$ cat src/rtl/exu_redirect_ctrl_pkg.sv
// Shared types and constants for the EXU branch-redirect controller.
// Optional perf counters are enabled with macro RV_BR_PERF_CNT_EN.
package exu_redirect_ctrl_pkg;
    localparam int RV_PC_SIZE  = 32;
    localparam int OST_MAX_DEF = 4;
    localparam int OST_W       = 3;

    typedef enum logic [1:0] {
        IDLE     = 2'd0,
        REDIRECT = 2'd1,
        DRAIN    = 2'd2
    } redir_state_t;
endpackage

$ cat src/rtl/exu_redirect_ctrl_if.sv
// Branch-resolution response and fetch-redirect handshakes.
// slave = the redirect controller, master = the EXU/IFU side driving it.
interface exu_redirect_ctrl_if;
    import exu_redirect_ctrl_pkg::*;

    logic                  ex_rsp_vld;
    logic                  ex_rsp_rdy;
    logic [RV_PC_SIZE-1:0] ex_rsp_pc;
    logic [RV_PC_SIZE-1:0] ex_rsp_target_pc;
    logic                  ex_rsp_taken;
    logic                  ex_rsp_pred_true;
    logic                  redir_vld;
    logic                  redir_rdy;
    logic [RV_PC_SIZE-1:0] redir_pc;

    modport slave (
        input  ex_rsp_vld, ex_rsp_pc, ex_rsp_target_pc, ex_rsp_taken, ex_rsp_pred_true, redir_rdy,
        output ex_rsp_rdy, redir_vld, redir_pc
    );

    modport master (
        output ex_rsp_vld, ex_rsp_pc, ex_rsp_target_pc, ex_rsp_taken, ex_rsp_pred_true, redir_rdy,
        input  ex_rsp_rdy, redir_vld, redir_pc
    );
endinterface

$ cat src/rtl/exu_redirect_ctrl_ost.sv
// Outstanding-fetch counter plus the count of stale responses still to be killed.
module exu_ost_counter
    import exu_redirect_ctrl_pkg::*;
(
    input  logic             clk,
    input  logic             rst,
    input  logic             req_fire_i,
    input  logic             rsp_fire_i,
    input  logic             load_i,
    output logic [OST_W-1:0] ost_cnt_o,
    output logic [OST_W-1:0] stale_cnt_o,
    output logic [OST_W-1:0] stale_nxt_o
);
    logic [OST_W-1:0] ost_q, ost_d;
    logic [OST_W-1:0] stale_q, stale_d;

    always_comb begin
        ost_d = ost_q;
        case ({req_fire_i, rsp_fire_i})
            2'b10:   ost_d = ost_q + 3'd1;
            2'b01:   ost_d = ost_q - 3'd1;
            default: ost_d = ost_q;
        endcase

        // Everything in flight at the mispredict, including a same-cycle request, is wrong-path.
        stale_d = stale_q;
        if (load_i)
            stale_d = ost_d;
        else if (rsp_fire_i && stale_q != '0)
            stale_d = stale_q - 3'd1;
    end

    always_ff @(posedge clk) begin
        if (rst) begin
            ost_q   <= '0;
            stale_q <= '0;
        end else begin
            ost_q   <= ost_d;
            stale_q <= stale_d;
        end
    end

    assign ost_cnt_o   = ost_q;
    assign stale_cnt_o = stale_q;
    assign stale_nxt_o = stale_d;
endmodule

$ cat src/rtl/exu_redirect_ctrl.sv
// Mispredict redirect controller: flushes, redirects fetch and kills stale fetch responses.
// Optional br_cnt/mispred_cnt outputs with macro RV_BR_PERF_CNT_EN.
module exu_redirect_ctrl
    import exu_redirect_ctrl_pkg::*;
#(
    parameter int OST_MAX = OST_MAX_DEF
) (
    input  logic                 clk,
    input  logic                 rst,
    exu_redirect_ctrl_if.slave   br,
    output logic                 flush,
    input  logic                 fetch_req_fire,
    input  logic                 fetch_rsp_fire,
    output logic                 fetch_req_stall,
    output logic                 fetch_rsp_kill
`ifdef RV_BR_PERF_CNT_EN
    ,
    output logic [31:0]          br_cnt,
    output logic [31:0]          mispred_cnt
`endif
);
    localparam logic [OST_W-1:0] OST_MAX_C = OST_MAX[OST_W-1:0];

    redir_state_t          state_q, state_d;
    logic [RV_PC_SIZE-1:0] redir_pc_q, redir_pc_d;
    logic [OST_W-1:0]      ost_cnt, stale_cnt, stale_nxt;
    logic                  acc, mis;
    logic                  unused_ok;

    assign unused_ok = ^{br.ex_rsp_pc, br.ex_rsp_taken};

    assign br.ex_rsp_rdy = (state_q == IDLE);
    assign acc           = br.ex_rsp_vld & br.ex_rsp_rdy;
    assign mis           = acc & ~br.ex_rsp_pred_true;

    exu_ost_counter u_ost (
        .clk         (clk),
        .rst         (rst),
        .req_fire_i  (fetch_req_fire),
        .rsp_fire_i  (fetch_rsp_fire),
        .load_i      (mis),
        .ost_cnt_o   (ost_cnt),
        .stale_cnt_o (stale_cnt),
        .stale_nxt_o (stale_nxt)
    );

    always_comb begin
        state_d    = state_q;
        redir_pc_d = redir_pc_q;
        case (state_q)
            IDLE: if (mis) begin
                state_d    = REDIRECT;
                redir_pc_d = br.ex_rsp_target_pc;
            end
            REDIRECT: if (br.redir_rdy)
                state_d = (stale_nxt != '0) ? DRAIN : IDLE;
            DRAIN: if (stale_cnt == '0)
                state_d = IDLE;
            default: state_d = IDLE;
        endcase
    end

    always_ff @(posedge clk) begin
        if (rst) begin
            state_q    <= IDLE;
            redir_pc_q <= '0;
        end else begin
            state_q    <= state_d;
            redir_pc_q <= redir_pc_d;
        end
    end

    assign br.redir_vld    = (state_q == REDIRECT);
    assign br.redir_pc     = redir_pc_q;
    assign flush           = mis;
    assign fetch_rsp_kill  = fetch_rsp_fire & (mis | (stale_cnt != '0));
    assign fetch_req_stall = mis | (state_q == REDIRECT) | (ost_cnt == OST_MAX_C);

`ifdef RV_BR_PERF_CNT_EN
    logic [31:0] br_cnt_q, mispred_cnt_q;

    always_ff @(posedge clk) begin
        if (rst) begin
            br_cnt_q      <= '0;
            mispred_cnt_q <= '0;
        end else begin
            if (acc) br_cnt_q      <= br_cnt_q + 32'd1;
            if (mis) mispred_cnt_q <= mispred_cnt_q + 32'd1;
        end
    end

    assign br_cnt      = br_cnt_q;
    assign mispred_cnt = mispred_cnt_q;
`endif

    // A request in the mispredict cycle itself was already committed and is counted as stale.
    always @(posedge clk) begin
        if (!rst) begin
            assert (!(fetch_rsp_fire && ost_cnt == '0))
                else $error("exu_redirect_ctrl: fetch response with nothing outstanding");
            assert (!(fetch_req_fire && (state_q == REDIRECT || ost_cnt == OST_MAX_C)))
                else $error("exu_redirect_ctrl: fetch request while stalled");
        end
    end
endmodule

$ cat src/flat_wrapper.sv
// flat-port wrapper written by rule: the top's interface ports become plain ports
module exu_redirect_ctrl_flat import exu_redirect_ctrl_pkg::*;
#(
    parameter int OST_MAX = OST_MAX_DEF
)
  (clk, rst, flush, fetch_req_fire, fetch_rsp_fire, fetch_req_stall, fetch_rsp_kill, br_ex_rsp_vld, br_ex_rsp_pc, br_ex_rsp_target_pc, br_ex_rsp_taken, br_ex_rsp_pred_true, br_redir_rdy, br_ex_rsp_rdy, br_redir_vld, br_redir_pc);
  exu_redirect_ctrl_if br_i ();
  input  logic clk;
  input  logic rst;
  output logic flush;
  input  logic fetch_req_fire;
  input  logic fetch_rsp_fire;
  output logic fetch_req_stall;
  output logic fetch_rsp_kill;
  input wire logic [$bits(br_i.ex_rsp_vld)-1:0] br_ex_rsp_vld;
  input wire logic [$bits(br_i.ex_rsp_pc)-1:0] br_ex_rsp_pc;
  input wire logic [$bits(br_i.ex_rsp_target_pc)-1:0] br_ex_rsp_target_pc;
  input wire logic [$bits(br_i.ex_rsp_taken)-1:0] br_ex_rsp_taken;
  input wire logic [$bits(br_i.ex_rsp_pred_true)-1:0] br_ex_rsp_pred_true;
  input wire logic [$bits(br_i.redir_rdy)-1:0] br_redir_rdy;
  output wire logic [$bits(br_i.ex_rsp_rdy)-1:0] br_ex_rsp_rdy;
  output wire logic [$bits(br_i.redir_vld)-1:0] br_redir_vld;
  output wire logic [$bits(br_i.redir_pc)-1:0] br_redir_pc;
  assign br_i.ex_rsp_vld = br_ex_rsp_vld;
  assign br_i.ex_rsp_pc = br_ex_rsp_pc;
  assign br_i.ex_rsp_target_pc = br_ex_rsp_target_pc;
  assign br_i.ex_rsp_taken = br_ex_rsp_taken;
  assign br_i.ex_rsp_pred_true = br_ex_rsp_pred_true;
  assign br_i.redir_rdy = br_redir_rdy;
  assign br_ex_rsp_rdy = br_i.ex_rsp_rdy;
  assign br_redir_vld = br_i.redir_vld;
  assign br_redir_pc = br_i.redir_pc;
  exu_redirect_ctrl #(.OST_MAX(OST_MAX)) u_core (.clk(clk), .rst(rst), .br(br_i), .flush(flush), .fetch_req_fire(fetch_req_fire), .fetch_rsp_fire(fetch_rsp_fire), .fetch_req_stall(fetch_req_stall), .fetch_rsp_kill(fetch_rsp_kill));
endmodule
$ cat config.mk
export PLATFORM = sky130hd
export DESIGN_NAME = exu_redirect_ctrl_flat
export DESIGN_NICKNAME = d
export VERILOG_FILES = /design/src/rtl/exu_redirect_ctrl_pkg.sv /design/src/rtl/exu_redirect_ctrl_if.sv /design/src/rtl/exu_redirect_ctrl_ost.sv /design/src/rtl/exu_redirect_ctrl.sv /design/src/flat_wrapper.sv
export SDC_FILE = /design/constraint.sdc
export NUM_CORES = 1
export LEC_CHECK = 0
export CORE_UTILIZATION = 36
export CTS_BUF_LIST = sky130_fd_sc_hd__clkbuf_8
export DETAILED_ROUTE_END_ITERATION = 10
export GPL_TIMING_DRIVEN = 0
export PLACE_DENSITY = 0.81
export SLEW_MARGIN = 20
export SYNTH_ARGS = -nofsm -noshare
export SYNTH_HDL_FRONTEND = slang
export SYNTH_SLANG_ARGS = --single-unit
$ cat constraint.sdc
create_clock -name clk -period 1.55 [get_ports clk]
set_input_delay 0.155 -clock clk [delete_from_list [all_inputs] [get_ports clk]]
set_output_delay 0.155 -clock clk [all_outputs]
set_load 0.01 [all_outputs]
Yosys cells after proc, flatten, opt, wreduce, memory -nomap -nowiden
Cells that the tools add are included.
Word-level totals
  register bits after elaboration: 40
  bits of input ports: 72
  output and inout bits: 37
  logic and storage cells: 37
Cells by class
  add/sub/neg operators: 3
  equality and inequality tests: 8
  mux-type cells: 8
  bitwise operators: 7
  reduce and logical (&&, ||, !) cells: 7
Operators by type and width (number)
  2-bit two-way mux: 4
  3-bit two-way mux: 2
  2-bit one-hot mux with 3 select lines: 1
  3-bit one-hot mux with 2 select lines: 1
  3-bit nonzero test: 2
  3-bit by 1-bit subtractor with 3-bit output, second input constant: 2
  2-bit by 1-bit == test with 1-bit output, second input constant: 2
  2-bit == test, second input constant: 2
  2-bit inequality test, second input constant: 2
  3-bit by 1-bit adder with 3-bit output, second input constant: 1
  1-bit bitwise AND: 3
  3-bit == test, second input constant: 1
  3-bit logical NOT: 1
  1-bit OR: 3
  3-bit AND reduction: 1
  2-bit logical NOT: 1
  2-bit by 1-bit inequality test with 1-bit output, second input constant: 1
  2-bit AND reduction: 1
  1-bit logical AND: 1
  1-bit NOT: 1

Longest topological paths before layout
  depth in word-level cells: 8
  gate-level depth with buffers: 7
  mapped depth without buffers: 7

By module
From an unflattened synthesis, not the netlist that was laid out.
Unflattened totals
  cells, all modules: 191
  area, all modules: 1951.9 sq um
By module, submodules not included
  exu_redirect_ctrl: times used 1, cells each 154, area an instance 1604.0 sq um, seq. area each 680.7 sq um
  exu_ost_counter: times used 1, cells each 37, area an instance 347.8 sq um, seq. area each 120.1 sq um

Worst setup path after synthesis
Ideal clock, no wire load.
  path kind: input-to-reg
  start point: input fetch_req_fire
  end point: register u_core.state_q[1]
  data arrival time: 1246 ps
  setup slack: 165 ps
  stages: 7
  path buffers: 0
  path through: inv_1 -> ha_1 -> fa_1 -> mux2i_1 -> nand2_1 -> o31ai_1 -> a41oi_1
Between the ends
  longest elaborated chain between the ends: 7
RTL lines
  start: declaration: RTL line flat_wrapper.sv:11  | input logic fetch_req_fire;
  2-bit by 1-bit == test with 1-bit output / 2-bit == test (equally long branches): RTL line exu_redirect_ctrl_ost.sv:19  | case ({req_fire_i, rsp_fire_i})
  3-bit one-hot mux with 2 select lines (*): RTL line exu_redirect_ctrl_ost.sv:19
  3-bit two-way mux (*): RTL line exu_redirect_ctrl_ost.sv:27  | if (load_i)
  3-bit nonzero test (*): RTL line exu_redirect_ctrl.sv:56  | state_d = (stale_nxt != '0) ? DRAIN : IDLE;
  2-bit two-way mux (*): RTL line exu_redirect_ctrl.sv:56
  2-bit two-way mux (*): RTL line exu_redirect_ctrl.sv:55  | REDIRECT: if (br.redir_rdy)
  2-bit one-hot mux with 3 select lines (*): RTL line exu_redirect_ctrl.sv:50  | case (state_q)
  end signal: assignment: RTL line exu_redirect_ctrl.sv:68  | state_q <= state_d;
  end: declaration: RTL line exu_redirect_ctrl.sv:24  | redir_state_t state_q, state_d;
Mark *: on every way between the ends. The rest lies on a longest branch, timed or not. The select of a mux whose other input is x is not followed.
A chain may end at the register's enable or synchronous reset.

Final worst setup path
  start point: register u_core.u_ost.stale_q[0] (netlist: u_core.u_ost.stale_cnt_o[0])
  end point: register u_core.state_q[1]
Between the ends
  longest elaborated chain between the ends: 8
RTL lines
  start: declaration: RTL line exu_redirect_ctrl_ost.sv:15  | logic [OST_W-1:0] stale_q, stale_d;
  start signal: assignment: RTL line exu_redirect_ctrl_ost.sv:39  | stale_q <= stale_d;
  branches (longest 8 deep; another with 3-bit by 1-bit subtractor with 3-bit output)
Parallel ways; which one is timed is not known. The select of a mux whose other input is x is not followed.

==> flow_summary.ini <==
[setup_path]
max_stage_delay_ps = 310
slowest_stage = dfxtp_1
crit_path_cell_trace = inv_2 > ha_4 > nand2b_1 > buf_4 > and3_4 > o31ai_4 > a41oi_2
cp_top_family = compound AO/OA/AOI/OAI gates
critPathMaxFanout = 4
critical_path_arrival_ps = 1660
worstSetupStartpointType = flop
end_kind = flop
cp.buffers_inverters = 2
required_ps = 1710
path_class = flop to flop

[global_route]
grt_pass1_vias = 1473
grt_pass1_wl_um = 6310
grt_start_max_net_pins = 13
grt_use_met2_pct = 32.2
grt_use_total_pct = 18.2
grt-busiest-layer = met2
antenna_found_initial = 0
met1_usage_pct = 21.1
grt-ovfl-total = 0
met3_usage_pct = 3.45

[synthesis]
syn_inst = 195
ys_seq_area_share_pct = 49.9
async_flop_share_pct = 0
synth_seq_cells = 40
syn-num-nets = 271
synth_edf_count = 0
syn_area_per_cell_um2 = 8.23
synth_area_mm2 = 0.00160
synth_cell_types = 28
yosysWarnings = 0
ys.flop_type = dfxtp_1

[final_layout]
antenna_cells = 0
layout-drive-gt1-share_pct = 14.9
layout.nets = 363
synthToLayoutAreaGrowth_pct = 66.2
fin_area_mm2 = 0.00267
nFillCells = 381

[route]
vias = 1582
dr.pass1.iters = 3
wl_um = 4160
ant_nets = 0
drtIter0Drc = 45
routed_via_density = 4.68
drc = 0
wl_per_cell_um = 12.3

[timing]
rsz0062_at_grt = true
hold_violations = 0
finClkSkew_ps = 6.51
setup_tns_ps = 0
setup_violations = 0
fmax_mhz = 665
timing.final.crit_share_pct = 97.1
relSlewSlack_pct = 67.9
worst_pin_slew_ps = 481
finalMaxSlewViolations = 0
fin_crit_ps = 1500

[floorplanning]
start_util_pct = 38.7
ioPinCount = 109
design.core.area_mm2 = 0.00414
die-area_mm2 = 0.00473
die_y_um = 68.8
num_rows = 23
die_width_um = 68.8

[pwr]
max-vdd-ir-drop_mv = 0.602
power_switching_share_pct = 26.0
power_w = 0.00258
combPwrFrac_pct = 24.1
intPower_w = 0.00191
pwr-share-clk_pct = 31.9
powerDensity_mw_per_mm2 = 969
p_sw_w = 0.000671
p_leak_nw = 1.02
seqPwrFrac_pct = 43.9

[clock_tree]
cts_inserted_buffers = 5
cts_hold_buf = 0
htree_levels = 2
clock_latency_ps = 280
clock-sinks = 40
max-clock-path-buffers = 2
cts.clk_slew.worst_paths_ps = 80
cts_tree = built
root_buffer = clkbuf_8

[run]
drv_cap = 0

[run_status]
status = completed

[placement]
finalWeightedCongestion = 0.828
dpl.hpwl_um = 2860
place.port_buffers = 75
post_dp_cell_area_mm2 = 0.00242

[worst_hold_path]
hp-class = input pin to flop
## power groups by stage
stage          Combinational [W]  Sequential (W)  Clock [W]
3_5_place_dp            0.000529         0.00116          0
2_1_floorplan           0.000248         0.00117          0
6_report                0.000624         0.00114   0.000825
3_3_place_gp            0.000523         0.00116          0
5_1_grt                 0.000687         0.00114   0.000900
4_1_cts                 0.000584         0.00114   0.000838
## worst register-to-register path, cell delays in order, from the launching register on
cell and delay (ps):
dfxtp_1 310, inv_2 90, ha_4 140, nand2b_1 90, buf_4 160, and3_4 180
o31ai_4 260, a41oi_2 140
## worst paths after layout
path	slack (ps)	depth (start not counted)	end	from
min reg2reg	460	2	u_core.br.redir_pc[10]	u_core.br.redir_pc[10]
max reg2reg	50	7	u_core.state_q[1]	u_core.u_ost.stale_cnt_o[0]
max	50	7	u_core.state_q[1]	u_core.u_ost.stale_cnt_o[0]
min	380	4	u_core.state_q[1]	fetch_rsp_fire
## logic make-up (layout without fill, tap and decap cells)
| group | count (synthesis) | count (layout) | share of synthesized area [%] |
|---|---|---|---|
| AO/OA/AOI/OAI | 44 | 44 | 15.4 |
| XOR/XNOR | 3 | 3 | 1.64 |
| adder cells (fa/ha/maj) | 4 | 4 | 3.59 |
| buffers and inverters | 15 | 108 | 5.07 |
| flip-flops | 40 | 40 | 49.9 |
| multiplexers | 1 | 1 | 0.624 |
| AND/OR/NAND/NOR | 88 | 88 | 23.8 |
## metrics by stage
stage               setup WS, ps  cells  utilization [%]  hold slack [ps]
floorplan                    165    195                -              291
global placement            -548    320             58.3              441
detailed placement          -549    320             58.3              446
CTS                        -35.8    334             63.0              405
global route               -28.1    338             64.3              407
finish                      45.3    338             64.3              377
## final cells by class
class	count	area [um2]	area share [%]
Buffer	11	83.8	3.14
Inverter	4	20.0	0.751
Clock inverter	3	38.8	1.45
Clock buffer	5	68.8	2.58
Sequential cell	40	810	30.4
Multi-Input combinational cell	140	776	29.1
Tap cell	50	62.6	2.35
Timing Repair Buffer	85	807	30.3
## per-layer routing
metal | part of all wire, % | vias to the layer above | wire length (um)
met5 | 0 | - | 0
met4 | 1.4 | 0 | 58
met3 | 6.4 | 4 | 265
met2 | 50 | 52 | 2070
met1 | 42 | 706 | 1760
li1 | - | 820 | -
## Yosys cell counts (all sizes together), types with 2 or more instances
library cell  instances  area share [%]
nor2                  8             2.3
ha                    3             2.3
o31ai                 2            0.94
nand2b                2            0.78
nor3b                 2            0.94
inv                   4            0.94
buf                   5             2.7
dfxtp                40              50
a21oi                36              11
clkbuf                6             1.4
nand3b                2             1.7
nor2b                 3             1.2
a211oi                3             1.7
nand2                69              16
xnor2                 2             1.1
## placed cells by master (no fill, tap or decap), drive strengths merged, types with 2 or more instances in the layout
cell type | netlist | routed
xnor2 | 2 | 2
dfxtp | 40 | 40
buf | 5 | 16
nand2 | 69 | 69
clkdlybuf4s50 | 0 | 69
ha | 3 | 3
a21oi | 36 | 36
dlygate4sd2 | 0 | 3
nor3b | 2 | 2
inv | 4 | 5
nor2 | 8 | 8
a211oi | 3 | 3
o31ai | 2 | 2
clkbuf | 6 | 13
nand2b | 2 | 2
nand3b | 2 | 2
nor2b | 3 | 3
## timing repair
action | CTS | global route
gates resized for setup | 23 | 16
pin swaps | 3 | 4
endpoints found under the setup margin | 8 | 6
buffers inserted | 6 | 4
## registers in the layout, summed over array words and instances (netlist names)
signal,cells
u_core.state_q,2
u_core.u_ost.ost_cnt_o,3
u_core.br.redir_pc,32
u_core.u_ost.stale_cnt_o,3
Power figures use the tool's default switching activity.
